[config.mk]
export PLATFORM = sky130hd
export DESIGN_NAME = systolic_pe_mac
export DESIGN_NICKNAME = d
export VERILOG_FILES = /design/src/rtl/systolic_pkg.sv /design/src/rtl/pe_mul_pipe.sv /design/src/rtl/systolic_pe_mac.sv
export SDC_FILE = /design/constraint.sdc
export NUM_CORES = 2
export LEC_CHECK = 0
export BUFFER_PORTS_ARGS = -buffer_cell sky130_fd_sc_hd__buf_2
export CAP_MARGIN = 25
export CORE_MARGIN = 4
export CORE_UTILIZATION = 40
export CTS_BUF_LIST = sky130_fd_sc_hd__clkbuf_8
export CTS_CLUSTER_DIAMETER = 30
export CTS_CLUSTER_SIZE = 28
export DETAILED_ROUTE_END_ITERATION = 16
export PLACE_DENSITY = 0.66
export SYNTH_ARGS = -nofsm -noshare
export SYNTH_HDL_FRONTEND = slang
export SYNTH_SLANG_ARGS = --single-unit
[constraint.sdc]
create_clock -name clk -period 18.7 [get_ports clk]
set_input_delay 3.74 -clock clk [delete_from_list [all_inputs] [get_ports clk]]
set_output_delay 3.74 -clock clk [all_outputs]
set_load 0.005 [all_outputs]
[src/rtl/systolic_pkg.sv]
// Shared types and helpers for the systolic PE: multiplier depth bounds,
// a stage-count clamp and a width/sign-aware saturating adder.
package systolic_pkg;

    localparam int MUL_STAGES_MIN = 1;
    localparam int MUL_STAGES_MAX = 4;
    localparam int ACC_MAX_W      = 128;

    function automatic int clamp_stages(input int n);
        if (n < MUL_STAGES_MIN) return MUL_STAGES_MIN;
        if (n > MUL_STAGES_MAX) return MUL_STAGES_MAX;
        return n;
    endfunction

    // Adds x+y as w-bit numbers (w <= ACC_MAX_W). With sat set, the result
    // clamps to the signed or unsigned w-bit range instead of wrapping.
    function automatic logic [ACC_MAX_W-1:0] sat_add(
        input logic [ACC_MAX_W-1:0] x,
        input logic [ACC_MAX_W-1:0] y,
        input int                   w,
        input bit                   sgn,
        input bit                   sat
    );
        logic [ACC_MAX_W:0]   s;
        logic [ACC_MAX_W-1:0] mask;
        logic [ACC_MAX_W-1:0] smax;
        logic [ACC_MAX_W-1:0] smin;
        logic [ACC_MAX_W-1:0] r;
        logic [6:0]           top;
        logic [7:0]           cpos;
        logic                 sx;
        logic                 sy;
        logic                 ss;
        logic                 cout;
        if (w >= ACC_MAX_W) mask = '1;
        else mask = (ACC_MAX_W'(1) << w) - ACC_MAX_W'(1);
        top  = 7'(w - 1);
        cpos = 8'(w);
        s    = {1'b0, x & mask} + {1'b0, y & mask};
        r    = s[ACC_MAX_W-1:0] & mask;
        cout = s[cpos];
        sx   = x[top];
        sy   = y[top];
        ss   = s[top];
        smax = mask >> 1;
        smin = smax + ACC_MAX_W'(1);
        if (sat) begin
            if (sgn) begin
                // Overflow only when both operands share a sign the sum lost.
                if (sx == sy && ss != sx) r = sx ? smin : smax;
            end else if (cout) begin
                r = mask;
            end
        end
        return r;
    endfunction

endpackage

[src/rtl/pe_mul_pipe.sv]
// Pipelined multiplier for the systolic PE: a*b extended to D_W_ACC, with
// valid/init/last carried alongside through MUL_STAGES registers.
// Ports: clk, rst, a, b, valid, init, last -> p, p_valid, p_init, p_last.
module pe_mul_pipe
    import systolic_pkg::*;
#(
    parameter int D_W        = 32,
    parameter int D_W_ACC    = 64,
    parameter int MUL_STAGES = 2,
    parameter int SIGNED     = 1
) (
    input  logic               clk,
    input  logic               rst,
    input  logic [D_W-1:0]     a,
    input  logic [D_W-1:0]     b,
    input  logic               valid,
    input  logic               init,
    input  logic               last,
    output logic [D_W_ACC-1:0] p,
    output logic               p_valid,
    output logic               p_init,
    output logic               p_last
);

    localparam int NS = clamp_stages(MUL_STAGES);
    localparam int PW = 2 * D_W;

    logic signed [PW-1:0] prod_s;
    logic [PW-1:0]        prod_u;
    logic [D_W_ACC-1:0]   ext_s;
    logic [D_W_ACC-1:0]   ext_u;
    logic [D_W_ACC-1:0]   prod_x;

    assign prod_s = PW'($signed(a)) * PW'($signed(b));
    assign prod_u = PW'(a) * PW'(b);
    assign ext_u  = D_W_ACC'(prod_u);

    if (D_W_ACC > PW) begin : g_sext
        assign ext_s = {{(D_W_ACC - PW){prod_s[PW-1]}}, prod_s};
    end else begin : g_nosext
        assign ext_s = prod_s;
    end

    assign prod_x = (SIGNED != 0) ? ext_s : ext_u;

    logic [D_W_ACC-1:0] p_q [NS];
    logic [NS-1:0]      v_q;
    logic [NS-1:0]      i_q;
    logic [NS-1:0]      l_q;

    always_ff @(posedge clk) begin
        if (rst) begin
            for (int s = 0; s < NS; s++) p_q[s] <= '0;
            v_q <= '0;
            i_q <= '0;
            l_q <= '0;
        end else begin
            p_q[0] <= prod_x;
            v_q[0] <= valid;
            i_q[0] <= valid & init;
            l_q[0] <= valid & last;
            for (int s = 1; s < NS; s++) begin
                p_q[s] <= p_q[s-1];
                v_q[s] <= v_q[s-1];
                i_q[s] <= i_q[s-1];
                l_q[s] <= l_q[s-1];
            end
        end
    end

    assign p       = p_q[NS-1];
    assign p_valid = v_q[NS-1];
    assign p_init  = i_q[NS-1];
    assign p_last  = l_q[NS-1];

endmodule

[src/rtl/systolic_pe_mac.sv]
// Systolic-array PE: forwards A east / B south, accumulates framed dot
// products and merges its results into a column drain chain.
// Ports: in_a/in_b/in_valid/in_init/in_last -> out_* (1-cycle forward);
// in_sum* upstream drain, out_sum* downstream drain; err_overflow sticky.
module systolic_pe_mac
    import systolic_pkg::*;
#(
    parameter int D_W        = 32,
    parameter int D_W_ACC    = 64,
    parameter int MUL_STAGES = 2,
    parameter int SIGNED     = 1,
    parameter int SATURATE   = 0
) (
    input  logic               clk,
    input  logic               rst,
    input  logic [D_W-1:0]     in_a,
    input  logic [D_W-1:0]     in_b,
    input  logic               in_valid,
    input  logic               in_init,
    input  logic               in_last,
    output logic [D_W-1:0]     out_a,
    output logic [D_W-1:0]     out_b,
    output logic               out_valid,
    output logic               out_init,
    output logic               out_last,
    input  logic [D_W_ACC-1:0] in_sum,
    input  logic               in_sum_valid,
    output logic               in_sum_ready,
    output logic [D_W_ACC-1:0] out_sum,
    output logic               out_sum_valid,
    input  logic               out_sum_ready,
    output logic               err_overflow
);

    logic [D_W_ACC-1:0] p;
    logic               p_valid;
    logic               p_init;
    logic               p_last;

    pe_mul_pipe #(
        .D_W        (D_W),
        .D_W_ACC    (D_W_ACC),
        .MUL_STAGES (MUL_STAGES),
        .SIGNED     (SIGNED)
    ) u_mul (
        .clk     (clk),
        .rst     (rst),
        .a       (in_a),
        .b       (in_b),
        .valid   (in_valid),
        .init    (in_init),
        .last    (in_last),
        .p       (p),
        .p_valid (p_valid),
        .p_init  (p_init),
        .p_last  (p_last)
    );

    logic [D_W_ACC-1:0] acc;
    logic [D_W_ACC-1:0] base;
    logic [D_W_ACC-1:0] sum;
    logic [D_W_ACC-1:0] pend;
    logic               pend_valid;
    logic               out_free;
    logic               res_fire;
    logic               load_ok;

    // init restarts the sum, silently dropping any unfinished frame.
    assign base = p_init ? '0 : acc;
    assign sum  = D_W_ACC'(sat_add(ACC_MAX_W'(base), ACC_MAX_W'(p),
                                   D_W_ACC, SIGNED != 0, SATURATE != 0));

    assign out_free = !out_sum_valid || out_sum_ready;
    assign res_fire = p_valid && p_last;
    // A full slot may still take a result in the cycle it drains.
    assign load_ok  = !pend_valid || out_free;

    assign in_sum_ready = !rst && out_free && !pend_valid;

    always_ff @(posedge clk) begin
        if (rst) begin
            out_a         <= '0;
            out_b         <= '0;
            out_valid     <= 1'b0;
            out_init      <= 1'b0;
            out_last      <= 1'b0;
            acc           <= '0;
            pend          <= '0;
            pend_valid    <= 1'b0;
            out_sum       <= '0;
            out_sum_valid <= 1'b0;
            err_overflow  <= 1'b0;
        end else begin
            out_a     <= in_a;
            out_b     <= in_b;
            out_valid <= in_valid;
            out_init  <= in_init;
            out_last  <= in_last;

            if (p_valid) acc <= sum;

            if (res_fire && load_ok) begin
                pend       <= sum;
                pend_valid <= 1'b1;
            end else if (pend_valid && out_free) begin
                pend_valid <= 1'b0;
            end

            if (res_fire && !load_ok) err_overflow <= 1'b1;

            // Local results take priority over upstream pass-through.
            if (out_free) begin
                if (pend_valid) begin
                    out_sum       <= pend;
                    out_sum_valid <= 1'b1;
                end else if (in_sum_valid) begin
                    out_sum       <= in_sum;
                    out_sum_valid <= 1'b1;
                end else begin
                    out_sum_valid <= 1'b0;
                end
            end
        end
    end

endmodule

# == Yosys cells after proc, flatten, opt, wreduce, memory -nomap -nowiden ==
# Memories as Yosys holds them, arrays and structs flattened.
# Cells that the tools add are included.
# totals
regBits,268
ram_bits,128
in_bits,135
out_inout_bits,134
elab_cells,48
n_memories,1
# mem_list
memory,words,width,rd,rd_ports_with_merged_regs,write_ports,line_no,text
u_mul.p_q,2,64,2,0,2,pe_mul_pipe.sv:46,logic [D_W_ACC-1:0] p_q [NS];
# op_classes
n_addsub,1
n_mul,1
muxes,12
bitwise,4
reduce_logical,15
# op_table
op,count
2-to-1 mux 64 bit,5
adder 64 bit,1
multiplier 32 x 32 -> 64 bit,1
2-to-1 mux 1 bit,7
logical AND 1 bit,6
zero test 1 bit,4
nonzero test 2 bit,2
bitwise AND 1 bit,2
logical OR 1 bit,2
bitwise OR 1 bit,2
AND reduction 2 bit,1

# == Logic depth before layout (Yosys ltp) ==
# depth
ltp_word,5
mapped_depth,30
ltp_nobuf,28

# == Hierarchy ==
# From an unflattened synthesis, not the netlist that was laid out.
# unflattened
cells_unflattened,5817
hier_area_um2,53617.7
# by_module_without_submodules
mod,n_inst,cells_each,area_each_um2,seq_area_each_um2
pe_mul_pipe,1,4225,40182.3,2682.6
systolic_pe_mac,1,1592,13435.4,5245.0

# == Least setup slack after synthesis ==
# Ideal clock, no wire load.
# synth_path
path_type,input to register
start,input port in_b[2]
end,memory u_mul.p_q[0][60]
setup_time_ns,0.123
arrival_time_ns,11.327
slack_ns,7.250
cell_stages,26
path_cell_list,clkbuf_1 -> nand2_1 -> inv_1 -> fa_1 -> inv_1 -> fa_1 -> inv_1 -> fa_1 -> fa_1 -> inv_1 -> fa_1 -> inv_1 -> fa_1 -> inv_1 -> fa_1 -> inv_1 -> fa_1 -> ha_1 -> a21o_1 -> a21o_1 -> a221o_1 -> or3_1 -> a221oi_2 -> nor4_1 -> o41a_1 -> mux2_1
# synth_lines
element,line_no,text
from (decl),systolic_pe_mac.sv:17,"input logic [D_W-1:0] in_b,"
to (decl),pe_mul_pipe.sv:46,

==> out/results.tsv <==
stage	metric	value	unit
yosys	top_reg_cell synth	dfxtp_1	
layout	filler cell count	12800	
yosys	Simple-Gate Fraction of Synth Area	17.5	%
timing	Rel. slew slack	28.3	%
floorplanning	Core Area	132000	um^2
detailed_routing	first drt pass iteration count	6	
yosys	Synth Area in Compound Gates	7.33	%
clock_network	Clk Tree Root Cell	clkbuf_8	
setup_path	worst setup path category	in -> reg	
clock_network	Sink Count	395	
yosys	Post-Synthesis Cells	5695	
layout	share of cells above drive strength 1	8.98	%
worst_hold_path	Worst Hold Path Cells	1	
yosys	mux cell area share after synthesis	2.20	%
floorplanning	row cnt	133	
clock_network	worst-skew pair later-pin latency	800	ps
timing	TNS Setup	0	ps
layout	multi-input combinational cell area	40100	um^2
floorplanning	die area	138000	um^2
clock_network	post-CTS sizing	0	
clock_network	# Post-CTS Setup Buffers	0	
placed_design	IO buf count	268	
yosys	Synth Net Count	7160	
detailed_routing	DR WL/cell	18.8	um
yosys	sequential fraction of the synthesis area	14.9	%
setup_path	CP Max Fanout	33	
clock_network	# hold bufs at CTS	0	
global_routing	GRT Total Usage	21.2	%
layout	area occupied by registers	7920	um^2
setup_path	nature of the critical path startpoint	input pin	
yosys	distinct cell type count after synthesis	96	
setup_path	depth of the worst register-to-register path	15	
setup_path	r2r setup slk	14110	ps
global_routing	M1 GR Usage	29.7	%
yosys	largest family of logic cells by synthesized area	adder cells	
clock_network	Reg clk slew, reported paths	60	ps
setup_path	Worst EP arrival	12380	ps
floorplanning	Ports	269	
timing	period utilization	62.5	%
timing	final setup vio count	0	
timing	Fmax	85.5	MHz
global_routing	initial antenna violation count	8	
global_routing	GR Util met3	4.45	%
setup_path	reg-to-reg startpoint	u_mul.i_q[1]$_SDFF_PP0_	
yosys	Post-synth EDFFs	0	
worst_hold_path	Worst Hold Class	reg -> reg	
global_routing	first-pass GRT wire length	233000	um
yosys	Post-Synth XOR/XNOR Area	1.80	%
yosys	mean area per synthesized cell	9.31	um^2
floorplanning	initial core utilization	40.3	%
yosys	Yosys top cell area share	40.9	%
detailed_routing	Vias	39000	
yosys	Post-Synth Adder-Cell Area	46.7	%
yosys	leading area contributor after synthesis	fa_1	
timing	fin. max-slew vios	0	
setup_path	r2r endpoint	pend[56]$_SDFFE_PP0P_	
layout	nets	7230	
detailed_routing	DRC	0	
detailed_routing	initial DRC count	2456	
detailed_routing	DRT Wirelength	143000	um
floorplanning	chip width	372	um
global_routing	met2 Use GR	33.3	%
floorplanning	Die H	372	um
clock_network	TritonCTS clock tree	built	
global_routing	most used routing layer	met2	
timing	Worst-Margin Slew	1080	ps
placed_design	Placer Congestion	0.911	
clock_network	H-tree levels	3	
timing	Tmin final	11690	ps
worst_hold_path	HP Start	u_mul.p_q[0][36]$_SDFF_PP0_	
timing	skew final	79.3	ps
layout	Area growth syn-to-layout	9.30	%
worst_hold_path	Min-Delay Endpoint	u_mul.p_q[0][100]$_SDFF_PP0_	
run_status	status	completed	
yosys	top cells by area, synth	fa_1, dfxtp_1, inv_1, and2_1, ha_1	
global_routing	total grt overflow	0	
yosys	Post-synth ARST share	0	%
timing	RSZ-0062 raised after global routing	false	
setup_path	CP endpoint kind	register	
timing	final hold violations	0	
clock_network	Clock Path Buffers	3	
yosys	YS warnings	0	
yosys	FF+latch count, synth	395	
yosys	Mapped Area	53000	um^2
detailed_routing	vias per cell	5.12	
flow_run	max-cap violation count	0	
clock_network	Num CTS Buffers	97	
global_routing	vias in the first global route	42300	
setup_path	Critical Path RT	19390	ps
global_routing	largest net degree at the start of global routing	193	
placed_design	hpwl dp	108000	um
detailed_routing	antenna-violating nets left	0	
==> layout by cell type (no fill, tap or decap), types with 71 or more instances in the layout <==
cell      netlist  routed
fa_1         1083    1083
nand2_1       680     680
a21o_1         75      75
nor2_1        251     250
and2_1        512     512
inv_1        1001    1007
a211oi_1       86      86
xnor2_1        71      71
mux2i_1       110     110
buf_2           2     267
nor2b_1       215     215
dfxtp_1       395     392
clkbuf_8        1     111
ha_1          247     247
a21oi_1       163     162
==> final cells by class <==
class                           instances  area share [%]
Antenna cell                            6          0.0259
Clock buffer                          111            2.64
Clock inverter                         71            1.47
Inverter                             1003            6.50
Multi-Input combinational cell       3974            69.2
Sequential cell                       395            13.7
Tap cell                             1755            3.79
Timing Repair Buffer                  294            2.73
==> state kept, by name (all words and copies together), names as in the netlist <==
name / flops
acc: 64
u_mul.p_q: 128
pend: 64
out_sum: 64
err_overflow: 1
out_b: 32
pend_valid: 1
u_mul.l_q: 2
out_sum_valid: 1
out_init: 1
u_mul.v_q: 2
u_mul.i_q: 2
out_a: 32
out_last: 1
==> synth_stat cells (all sizes together), types with 5 or more instances <==
library cell / number
xnor2: 71
o21bai: 24
clkbuf: 299
a221oi: 5
nor3: 28
mux2i: 110
fa: 1083
a211oi: 89
a21boi: 6
a211o: 6
o211ai: 12
inv: 1001
nand2: 680
dfxtp: 395
nand3: 40
and2: 515
a21o: 75
a221o: 6
o31ai: 7
nor4: 8
nand2b: 18
or3: 8
and4: 7
or4: 6
a311o: 6
nor4b: 5
nor2b: 215
nand4: 31
a21oi: 166
a31o: 7
o21ai: 74
mux2: 6
o311ai: 8
ha: 247
and3: 29
xor2: 38
a31oi: 24
nor2: 251
nor3b: 8
o21a: 17
buf: 23
==> kinds of logic (layout without fill, tap and decap cells) <==
logic type | Yosys count | after routing
AOI/OAI and AO/OA | 563 | 563
xor gates and xnor gates | 109 | 109
adders and majority gates | 1330 | 1330
buffers and inverters | 1326 | 1479
DFF | 395 | 395
muxes | 116 | 116
other | 0 | 6
and+or+nand+nor | 1856 | 1856
==> worst max-delay path: stages <==
cell and delay, ps:
buf_2 560, nand2_1 190, inv_1 170, fa_1 430, inv_1 130, fa_1 430
inv_1 130, fa_1 680, fa_1 950, inv_1 410, fa_1 600, inv_1 60
fa_1 530, inv_1 50, fa_1 470, inv_1 50, fa_1 450, ha_1 390
a21o_1 200, a21o_1 180, a221o_1 300, or3_1 320, a221oi_2 240, nor4_1 80
o41a_1 330, mux2_1 310
==> metrics by stage <==
step | hold slack, ps | utilization (%) | area (um^2) | cells | setup slack [ps]
4_1_cts | 390 | 44.0 | 57900 | 7603 | 7110
6_report | 382 | 44.0 | 57900 | 7609 | 7010
3_5_place_dp | 424 | 42.2 | 55500 | 7421 | 6170
3_3_place_gp | 422 | 42.2 | 55500 | 7420 | 6290
2_1_floorplan | 414 | - | 53000 | 5695 | 7250
5_1_grt | 385 | 44.0 | 57900 | 7605 | 6560
==> worst max path at each step <==
stage              from                     endpoint  slack, ps
6_report       in_a[31]  u_mul.p_q[0][60]$_SDFF_PP0_       7010
5_1_grt        in_a[31]  u_mul.p_q[0][57]$_SDFF_PP0_       6560
4_1_cts        in_a[31]  u_mul.p_q[0][60]$_SDFF_PP0_       7110
3_5_place_dp   in_a[31]  u_mul.p_q[0][60]$_SDFF_PP0_       6170
3_3_place_gp   in_a[31]  u_mul.p_q[0][60]$_SDFF_PP0_       6290
2_1_floorplan   in_b[2]  u_mul.p_q[0][60]$_SDFF_PP0_       7250
==> routing by layer <==
| metal | vias to the layer above | part of all wire, % |
|---|---|---|
| li1 | 17500 | - |
| met1 | 19900 | 45 |
| met2 | 1359 | 45 |
| met3 | 253 | 7.8 |
| met4 | 6 | 2.3 |
| met5 | - | 0.024 |
Power is not shown: default switching activity piles up to over one toggle a cycle in this logic, so the estimate is an artifact.
